--- src/rtl/fetch_line_buffer_pkg.sv ---
// Shared constants and state encoding for the instruction fetch line buffer
// and the data-side load path that reuses the word selector.
package fetch_line_buffer_pkg;

  localparam int unsigned WORD_W         = 32;
  localparam int unsigned WORDS_PER_LINE = 4;
  localparam int unsigned WORD_SEL_W     = 2;
  localparam int unsigned WORD_SEL_LSB   = 2;
  localparam int unsigned TAG_LSB        = 4;

  typedef enum logic [1:0] {
    S_MISS = 2'd0,
    S_WAIT = 2'd1,
    S_RUN  = 2'd2,
    S_DROP = 2'd3
  } fetch_state_e;

endpackage

--- src/rtl/fetch_word_sel.sv ---
// Combinational selection of one 32-bit word out of a 4-word line.
module fetch_word_sel
  import fetch_line_buffer_pkg::*;
#(
  parameter int unsigned LINE_W = 128
) (
  input  logic [LINE_W-1:0]                line_i,
  input  logic [WORD_SEL_W-1:0]            sel_i,
  output logic [LINE_W/WORDS_PER_LINE-1:0] word_c
);

  localparam int unsigned W = LINE_W / WORDS_PER_LINE;

  always_comb begin
    word_c = line_i[0 +: W];
    case (sel_i)
      2'd1:    word_c = line_i[W +: W];
      2'd2:    word_c = line_i[2*W +: W];
      2'd3:    word_c = line_i[3*W +: W];
      default: word_c = line_i[0 +: W];
    endcase
  end

endmodule

--- src/rtl/fetch_line_buffer.sv ---
// Single-entry instruction line buffer between the 128-bit instruction RAM
// and decode, with redirect handling, stale-return discard and fence.i flush.
module fetch_line_buffer
  import fetch_line_buffer_pkg::*;
#(
  parameter int unsigned       ADDR_W   = 32,
  parameter int unsigned       LINE_W   = 128,
  parameter logic [ADDR_W-1:0] RESET_PC = '0
) (
  input  logic              CLK,
  input  logic              RST,
  output logic              mem_req_o,
  output logic [ADDR_W-1:0] mem_addr_o,
  input  logic              mem_ack_i,
  input  logic [LINE_W-1:0] mem_rdata_i,
  input  logic              redirect_i,
  input  logic [ADDR_W-1:0] redirect_pc_i,
  input  logic              flush_i,
  output logic              instr_valid_o,
  output logic [WORD_W-1:0] instr_o,
  output logic [ADDR_W-1:0] instr_pc_o,
  input  logic              instr_ready_i
);

  localparam int unsigned TAG_W = ADDR_W - TAG_LSB;

  fetch_state_e      state_q, state_d;
  logic [ADDR_W-1:0] pc_q, pc_d;
  logic              line_valid_q, line_valid_d;
  logic [TAG_W-1:0]  tag_q, tag_d;
  logic [LINE_W-1:0] line_q, line_d;
  logic              mem_req_q, mem_req_d;
  logic [ADDR_W-1:0] mem_addr_q, mem_addr_d;

  logic              hit_c;
  logic              fire_c;
  logic [ADDR_W-1:0] target_c;

  assign hit_c         = line_valid_q && (tag_q == pc_q[ADDR_W-1:TAG_LSB]);
  assign instr_valid_o = (state_q == S_RUN) && hit_c;
  assign fire_c        = instr_valid_o && instr_ready_i;
  assign target_c      = redirect_pc_i & ~ADDR_W'(3);

  assign mem_req_o  = mem_req_q;
  assign mem_addr_o = mem_addr_q;
  assign instr_pc_o = pc_q;

  fetch_word_sel #(
    .LINE_W (LINE_W)
  ) u_word_sel (
    .line_i (line_q),
    .sel_i  (pc_q[TAG_LSB-1:WORD_SEL_LSB]),
    .word_c (instr_o)
  );

  // Next-state: per-state fetch sequencing, then redirect/flush overrides.
  always_comb begin
    state_d      = state_q;
    pc_d         = pc_q;
    line_valid_d = line_valid_q;
    tag_d        = tag_q;
    line_d       = line_q;
    mem_req_d    = mem_req_q;
    mem_addr_d   = mem_addr_q;

    case (state_q)
      S_MISS: begin
        if (redirect_i || flush_i) begin
          state_d = S_RUN;
        end else begin
          mem_req_d  = 1'b1;
          mem_addr_d = {pc_q[ADDR_W-1:TAG_LSB], {TAG_LSB{1'b0}}};
          state_d    = S_WAIT;
        end
      end
      S_WAIT: begin
        if (mem_ack_i) begin
          line_d       = mem_rdata_i;
          tag_d        = mem_addr_q[ADDR_W-1:TAG_LSB];
          line_valid_d = 1'b1;
          mem_req_d    = 1'b0;
          state_d      = S_RUN;
        end else if (redirect_i || flush_i) begin
          state_d = S_DROP;
        end
      end
      S_DROP: begin
        if (mem_ack_i) begin
          mem_req_d = 1'b0;
          state_d   = S_RUN;
        end
      end
      S_RUN: begin
        if (fire_c) begin
          pc_d = pc_q + ADDR_W'(4);
        end
        if (redirect_i || flush_i) begin
          state_d = S_RUN;
        end else if (!hit_c) begin
          state_d = S_MISS;
        end
      end
      default: state_d = S_MISS;
    endcase

    // A flush also invalidates a line captured in the same cycle.
    if (flush_i) begin
      line_valid_d = 1'b0;
    end
    if (redirect_i) begin
      pc_d = target_c;
    end
  end

  always_ff @(posedge CLK or negedge RST) begin
    if (!RST) begin
      state_q      <= S_MISS;
      pc_q         <= RESET_PC;
      line_valid_q <= 1'b0;
      tag_q        <= '0;
      line_q       <= '0;
      mem_req_q    <= 1'b0;
      mem_addr_q   <= '0;
    end else begin
      state_q      <= state_d;
      pc_q         <= pc_d;
      line_valid_q <= line_valid_d;
      tag_q        <= tag_d;
      line_q       <= line_d;
      mem_req_q    <= mem_req_d;
      mem_addr_q   <= mem_addr_d;
    end
  end

endmodule
--- config.mk ---
export PLATFORM = sky130hd
export DESIGN_NAME = fetch_line_buffer
export DESIGN_NICKNAME = d
export VERILOG_FILES = /design/src/rtl/fetch_line_buffer_pkg.sv /design/src/rtl/fetch_word_sel.sv /design/src/rtl/fetch_line_buffer.sv
export SDC_FILE = /design/constraint.sdc
export NUM_CORES = 1
export LEC_CHECK = 0
export CORE_ASPECT_RATIO = 1.5
export CORE_UTILIZATION = 55
export CTS_BUF_LIST = sky130_fd_sc_hd__clkbuf_8
export DETAILED_ROUTE_END_ITERATION = 10
export PLACE_DENSITY = 0.89
export SYNTH_ARGS = -nofsm -noshare
export SYNTH_HDL_FRONTEND = slang
export SYNTH_SLANG_ARGS = --single-unit
--- constraint.sdc ---
create_clock -name CLK -period 4.47 [get_ports CLK]
set_clock_uncertainty 0.1 [all_clocks]
set_input_delay 0.6705 -clock CLK [delete_from_list [all_inputs] [get_ports CLK]]
set_output_delay 0.6705 -clock CLK [all_outputs]
set_load 0.03 [all_outputs]
==> results.md, run 1 <==
- Outcome: finished clean
- Worst min path class: in -> async
- H-tree Lvls: 2
- Placed instance count: 1300
- Final setup viols: 0
- Longest Clk Path Bufs: 3
- Total Routing Usage GR: 0.300
- Total stage count of the critical path: 6
- CP endpoint: instr_o[29]
- Clock Sinks: 218
- Total power: 6.11 mW
- Post-DRT Antenna Nets: 0
- Sequential area share after synthesis: 0.526
- Distinct cells, synth: 50
- Worst R2R Path Depth: 5
- Slew @ Worst Pin: 1.05 ns
- CP bufs+invs: 3
- Worst Path Required: 3.70 ns
- Antenna violations before repair: 1
- Async SR Flop Fraction: 1.00
- CP endpoint kind: output pin
- Largest stage delay, worst path: 0.78 ns
- Switch share: 0.320
- Largest net degree at the start of global routing: 137
- Final cell count without fillers: 1355
- Post-synth top flop: dfrtp_1
- Netlist Area Pre-Place: 0.0104 mm²
- R2R Path Start: instr_pc_o[5]
- Crit-path slowest cell: ha_1
- Setup Crit Path Kind: reg -> out
- WP data arrival: 3.19 ns
- TritonCTS Buffers: 35
- Clk Latency, worst-skew pair: 0.49 ns
- Slew margin rel.: 0.301
- TNS Setup: 0 ns
- Final Max Slew Viols: 0
- RSZ-0062 raised after global routing: no
- Syn-to-layout area delta: 32.5%
- Synth Warn #: 0
- Drt total wl: 28.6 mm
- Maximum fanout along the worst path: 18
- Register-to-register setup slack: 1.55 ns
- Final min period: 3.96 ns
- Global route overflow: 0
- CTS tree: yes
- Combinational group share of total power: 0.292
- Chip width: 114 µm
- Post-DR wirelength/cell: 21.1 µm
- Die height: 170 µm
- Startpoint Class: register
- Leak Pwr: 5.94 nW
- Port Buffers: 255
- Peak Freq: 0.252 GHz
- Most numerous cell in the Yosys netlist: dfrtp_1
- CTS Root Cell: clkbuf_8
- Std cell rows: 61
- Cells after synthesis: 843
- First-pass GRT wire length: 44.9 mm
- Clk slew on worst S/H paths: 0.06 ns
- Switching power: 1.96 mW
- Critical path, cell by cell: inv_1 -> ha_1 -> buf_4 -> a222oi_1 -> mux2i_1 -> clkdlybuf4s50_1
- Initial Util: 0.560
- Router iterations before antenna repair: 6
- Final Wtd Congestion: 0.952
- Vias in the first global route: 8780
- Peak supply drop: 0.316 mV
- Tcrit/Tclk final: 0.886
- Mean Syn Cell Area: 12.3 µm²
- Vias per inst: 6.03
- Post-synthesis register bit count: 218
- Layout cells sized above 1: 0.236
- Synth top area cells: dfrtp_1 53%, mux2_2 20%, a222oi_1 3.1%
- Leading cell types by count after synthesis: 218 x dfrtp_1, 184 x mux2_2, 53 x clkbuf_1
- Top cell family by delay on the critical path: buffers and inverters
- DR DRC count: 0
- Number of gates resized after CTS: 0
- # IOs: 264
- Pwr Density: 444 mW/mm²
- Leading area contributor after synthesis: dfrtp_1
- DRT iter0 DRCs: 825
- Vias: 8176
- Hold Vio Cnt, Final: 0
- R2R Path End: instr_pc_o[21]
- Clock network fraction of total power: 0.262
- CP startpoint: instr_pc_o[2]
- Cts hold-fix bufs: 0
- Final nets: 1255
- Reg power frac: 0.446
- Core box area: 0.0185 mm²
- Die area: 0.0194 mm²
- Share of the synthesized area in the top cell type: 0.526
- Max-Cap Viols: 0
- Number of synthesized flops with an enable pin: 0
- Hpwl dp: 19.7 mm
- Int Power: 4.15 mW
- # Post-CTS Setup Buffers: 0
[worst min-delay path by stage]
stage / to / start / cells after the start / slack (ns)
after CTS: mem_addr_o[11] / RST / 1 / 0.26
after global routing: mem_addr_o[11] / RST / 1 / 0.29
after global placement: mem_req_o / mem_req_o / 1 / 0.37
after floorplan: instr_pc_o[10] / RST / 0 / 0.27
final: mem_addr_o[11] / RST / 1 / 0.18
after detailed placement: line_q[62] / line_q[62] / 1 / 0.39
[final cells by class]
type | count | area, µm²
antenna | 1 | 2.50
clock buffer | 43 | 592
clock inverter | 11 | 45.0
fill | 1232 | 4790
inverter | 44 | 165
multi-input combinational | 515 | 4480
sequential | 218 | 5460
tap | 252 | 315
timing repair buffer | 271 | 2700
[layer usage]
metal | wire [µm] | GRT usage | part of all wire
met5 | 0 | 0 | 0
met4 | 1690 | 0.182 | 0.059
met3 | 1920 | 0.0595 | 0.067
met2 | 15200 | 0.548 | 0.53
met1 | 9770 | 0.313 | 0.34
[cells in the final DEF, fill, tap and decap left out, types with 4 or more instances in the layout]
| master | instances |
|---|---|
| a22oi_1 | 4 |
| buf_4 | 14 |
| dfrtp_1 | 218 |
| nor2b_1 | 9 |
| nand3_1 | 32 |
| nand2_1 | 16 |
| and3_1 | 4 |
| o31ai_1 | 14 |
| nor2_1 | 22 |
| a31oi_1 | 16 |
| conb_1 | 6 |
| nand4_1 | 16 |
| a222oi_1 | 32 |
| nor4_2 | 5 |
| mux2i_1 | 32 |
| a21oi_1 | 8 |
| inv_1 | 51 |
| and4_1 | 6 |
| or4_1 | 16 |
| clkdlybuf4s50_1 | 254 |
| nor3_1 | 6 |
| mux2_2 | 184 |
| o21ai_0 | 13 |
| xor2_1 | 26 |
| clkbuf_8 | 43 |
| nor4_1 | 11 |
[through the flow]
step / util / instance area (µm²) / hold slack, ns / setup WS [ns]
final: 0.742 / 13800 / 0.183 / 0.509
after CTS: 0.741 / 13800 / 0.259 / 0.512
after detailed placement: 0.707 / 13100 / 0.393 / 1.04
after floorplan: - / 10400 / 0.275 / 1.58
after global routing: 0.742 / 13800 / 0.289 / 0.429
after global placement: 0.707 / 13100 / 0.368 / 1.06
[power groups by stage]
stage | Combinational, mW | Clock (mW) | Sequential (mW)
after floorplan | 0.872 | 0 | 2.86
after detailed placement | 1.78 | 0 | 2.75
after global placement | 1.73 | 0 | 2.72
final | 1.78 | 1.60 | 2.73
after CTS | 1.79 | 1.63 | 2.72
after global routing | 1.89 | 1.71 | 2.78
[flip-flops by register name, indices dropped and copies added (netlist names)]
register	cells
instr_pc_o	30
line_q	128
line_valid_q	1
mem_addr_o	28
tag_q	28
mem_req_o	1
state_q	2
[cell families after synthesis]
group           count (synthesis)  synth area share
compound gates                101            0.0749
xor+xnor                       28            0.0236
fa+ha+maj                       4           0.00482
buf+inv                       115            0.0460
flops                         218             0.526
mux                           216             0.230
other cells                     1          0.000361
simple gates                  160            0.0943
Note: power is estimated with default switching activity, not from simulation.
==> inputs of run 2 (changes only) <==
Settings changed: CORE_MARGIN set to 2, CORE_UTILIZATION 55 to 44, PLACE_DENSITY 0.89 to 0.74.
Clock period 4.47 ns to 4.24 ns, I/O delays scaled along.
==> run 2 against run 1 <==
Compared with the run above: core utilization shrank 14 points; wire length is essentially flat; combinational power grew 6%; sequential share of layout area shrank 0.57 points; die area grew 28%; register-to-register slack lost 0.26 ns; hold slack lost 0.078 ns; first-iteration DRC count shrank 34%; critical endpoint is now instr_valid_o; largest cell class unchanged.
==> results.md, run 2 (synthesis results as in run 1) <==
- Outcome: finished clean
- Final Wtd Congestion: 0.875
- DR DRC count: 0
- CTS Root Cell: clkbuf_8
- Clock network fraction of total power: 0.275
- Combinational group share of total power: 0.288
- Startpoint Class: register
- Longest Clk Path Bufs: 3
- Vias in the first global route: 8228
- Peak supply drop: 0.306 mV
- Peak Freq: 0.264 GHz
- DRT iter0 DRCs: 548
- Maximum fanout along the worst path: 9
- Setup Crit Path Kind: reg -> out
- RSZ-0062 raised after global routing: no
- Vias per inst: 5.55
- Vias: 7946
- # Post-CTS Setup Buffers: 0
- Chip width: 129 µm
- Die area: 0.0249 mm²
- Antenna fix cells: 0
- Slew margin rel.: 0.419
- Syn-to-layout area delta: 34.5%
- Antenna violations before repair: 0
- Largest net degree at the start of global routing: 114
- Hpwl dp: 20.0 mm
- CTS tree: yes
- Final setup viols: 0
- Cts hold-fix bufs: 0
- Total power: 6.54 mW
- Final nets: 1264
- Register bank with the most flops: line_q
- Clk Latency, worst-skew pair: 0.50 ns
- Layout cells sized above 1: 0.242
- Initial Util: 0.450
- Post-DR wirelength/cell: 20.0 µm
- Clock Sinks: 218
- Std cell rows: 68
- Switching power: 2.07 mW
- Hold Vio Cnt, Final: 0
- Post-DRT Antenna Nets: 0
- Layout fillers: 1914
- Global route overflow: 0
- Worst Path Required: 3.50 ns
- Clk slew on worst S/H paths: 0.06 ns
- Final Max Slew Viols: 0
- Max FFs per register: 128
- WP data arrival: 3.06 ns
- Int Power: 4.47 mW
- Leak Pwr: 6.02 nW
- Switch share: 0.317
- Port Buffers: 255
- Tcrit/Tclk final: 0.895
- TritonCTS Buffers: 35
- Commonest non-fill, non-tap cells in the layout: 254 x clkdlybuf4s50_1, 218 x dfrtp_1, 184 x mux2_2, 56 x inv_1, 44 x clkbuf_8
- Slew @ Worst Pin: 0.871 ns
- First-pass GRT wire length: 44.8 mm
- # IOs: 264
- Number of gates resized after CTS: 0
- TNS Setup: 0 ns
- Reg power frac: 0.437
- Core box area: 0.0231 mm²
- Most common cell after layout, fill and taps aside: clkdlybuf4s50_1
- Pwr Density: 469 mW/mm²
- Util after Layout: 0.605
- Total Routing Usage GR: 0.230
- Fin Hold WS: 0.105 ns
- Die height: 192 µm
- Worst min path class: in -> async
- Max-Cap Viols: 0
- Router iterations before antenna repair: 6
- Final min period: 3.79 ns
- CP endpoint kind: output pin
- H-tree Lvls: 2
- Drt total wl: 28.6 mm
run 2: critical path, stage by stage, from the launching register on:
cell and delay (ns):
dfrtp_1 0.48, xor2_1 0.29, nor4_2 0.55, nand4_1 0.14, nor3_1 0.35, clkdlybuf4s50_1 0.75
run 2: area by class of cell:
| class | instances | area [µm²] | share of cell area |
|---|---|---|---|
| inverters | 44 | 165 | 0.0118 |
| well taps | 315 | 394 | 0.0282 |
| clock inverters | 16 | 88.8 | 0.00637 |
| repair buffers | 280 | 2770 | 0.198 |
| flip-flops and latches | 218 | 5460 | 0.391 |
| clock buffers | 44 | 606 | 0.0434 |
| multi-input cells | 515 | 4480 | 0.321 |
run 2: path summary, 6_finish.rpt:
path / startpoint / end / slack [ns] / cells after the start
hold reg to reg: mem_req_o / mem_req_o / 0.39 / 1
setup reg to reg: instr_pc_o[10] / instr_pc_o[20] / 1.29 / 6
setup / recovery: instr_pc_o[10] / instr_valid_o / 0.45 / 5
min in group CLK: mem_req_o / mem_req_o / 0.39 / 1
max in group asynchronous: RST / line_q[11] / 3.04 / 2
hold / removal: RST / mem_addr_o[10] / 0.10 / 1
run 2: per-stage QoR:
step	cells	setup slack [ns]	cell area (µm²)
finish	1432	0.447	14000
global route	1432	0.275	14000
CTS	1432	0.395	14000
detailed placement	1372	0.977	13300
global placement	1372	0.943	13300
floorplan	848	1.38	10400
run 2: routing by layer:
metal	vias to the layer above	track usage	share of wire	routed length, µm
li1	3603	-	-	-
met1	3940	0.271	0.37	10500
met2	339	0.408	0.53	15100
met3	64	0.0474	0.072	2070
met4	0	0.0922	0.035	1010
met5	-	0	0	0
run 2: power by group through the flow:
stage / clock network, mW / registers [mW] / logic [mW]
2_1_floorplan: 0 / 3.01 / 0.920
3_3_place_gp: 0 / 2.88 / 1.86
3_5_place_dp: 0 / 2.90 / 1.89
4_1_cts: 1.85 / 2.86 / 1.90
5_1_grt: 1.95 / 2.92 / 2.01
6_report: 1.80 / 2.86 / 1.88
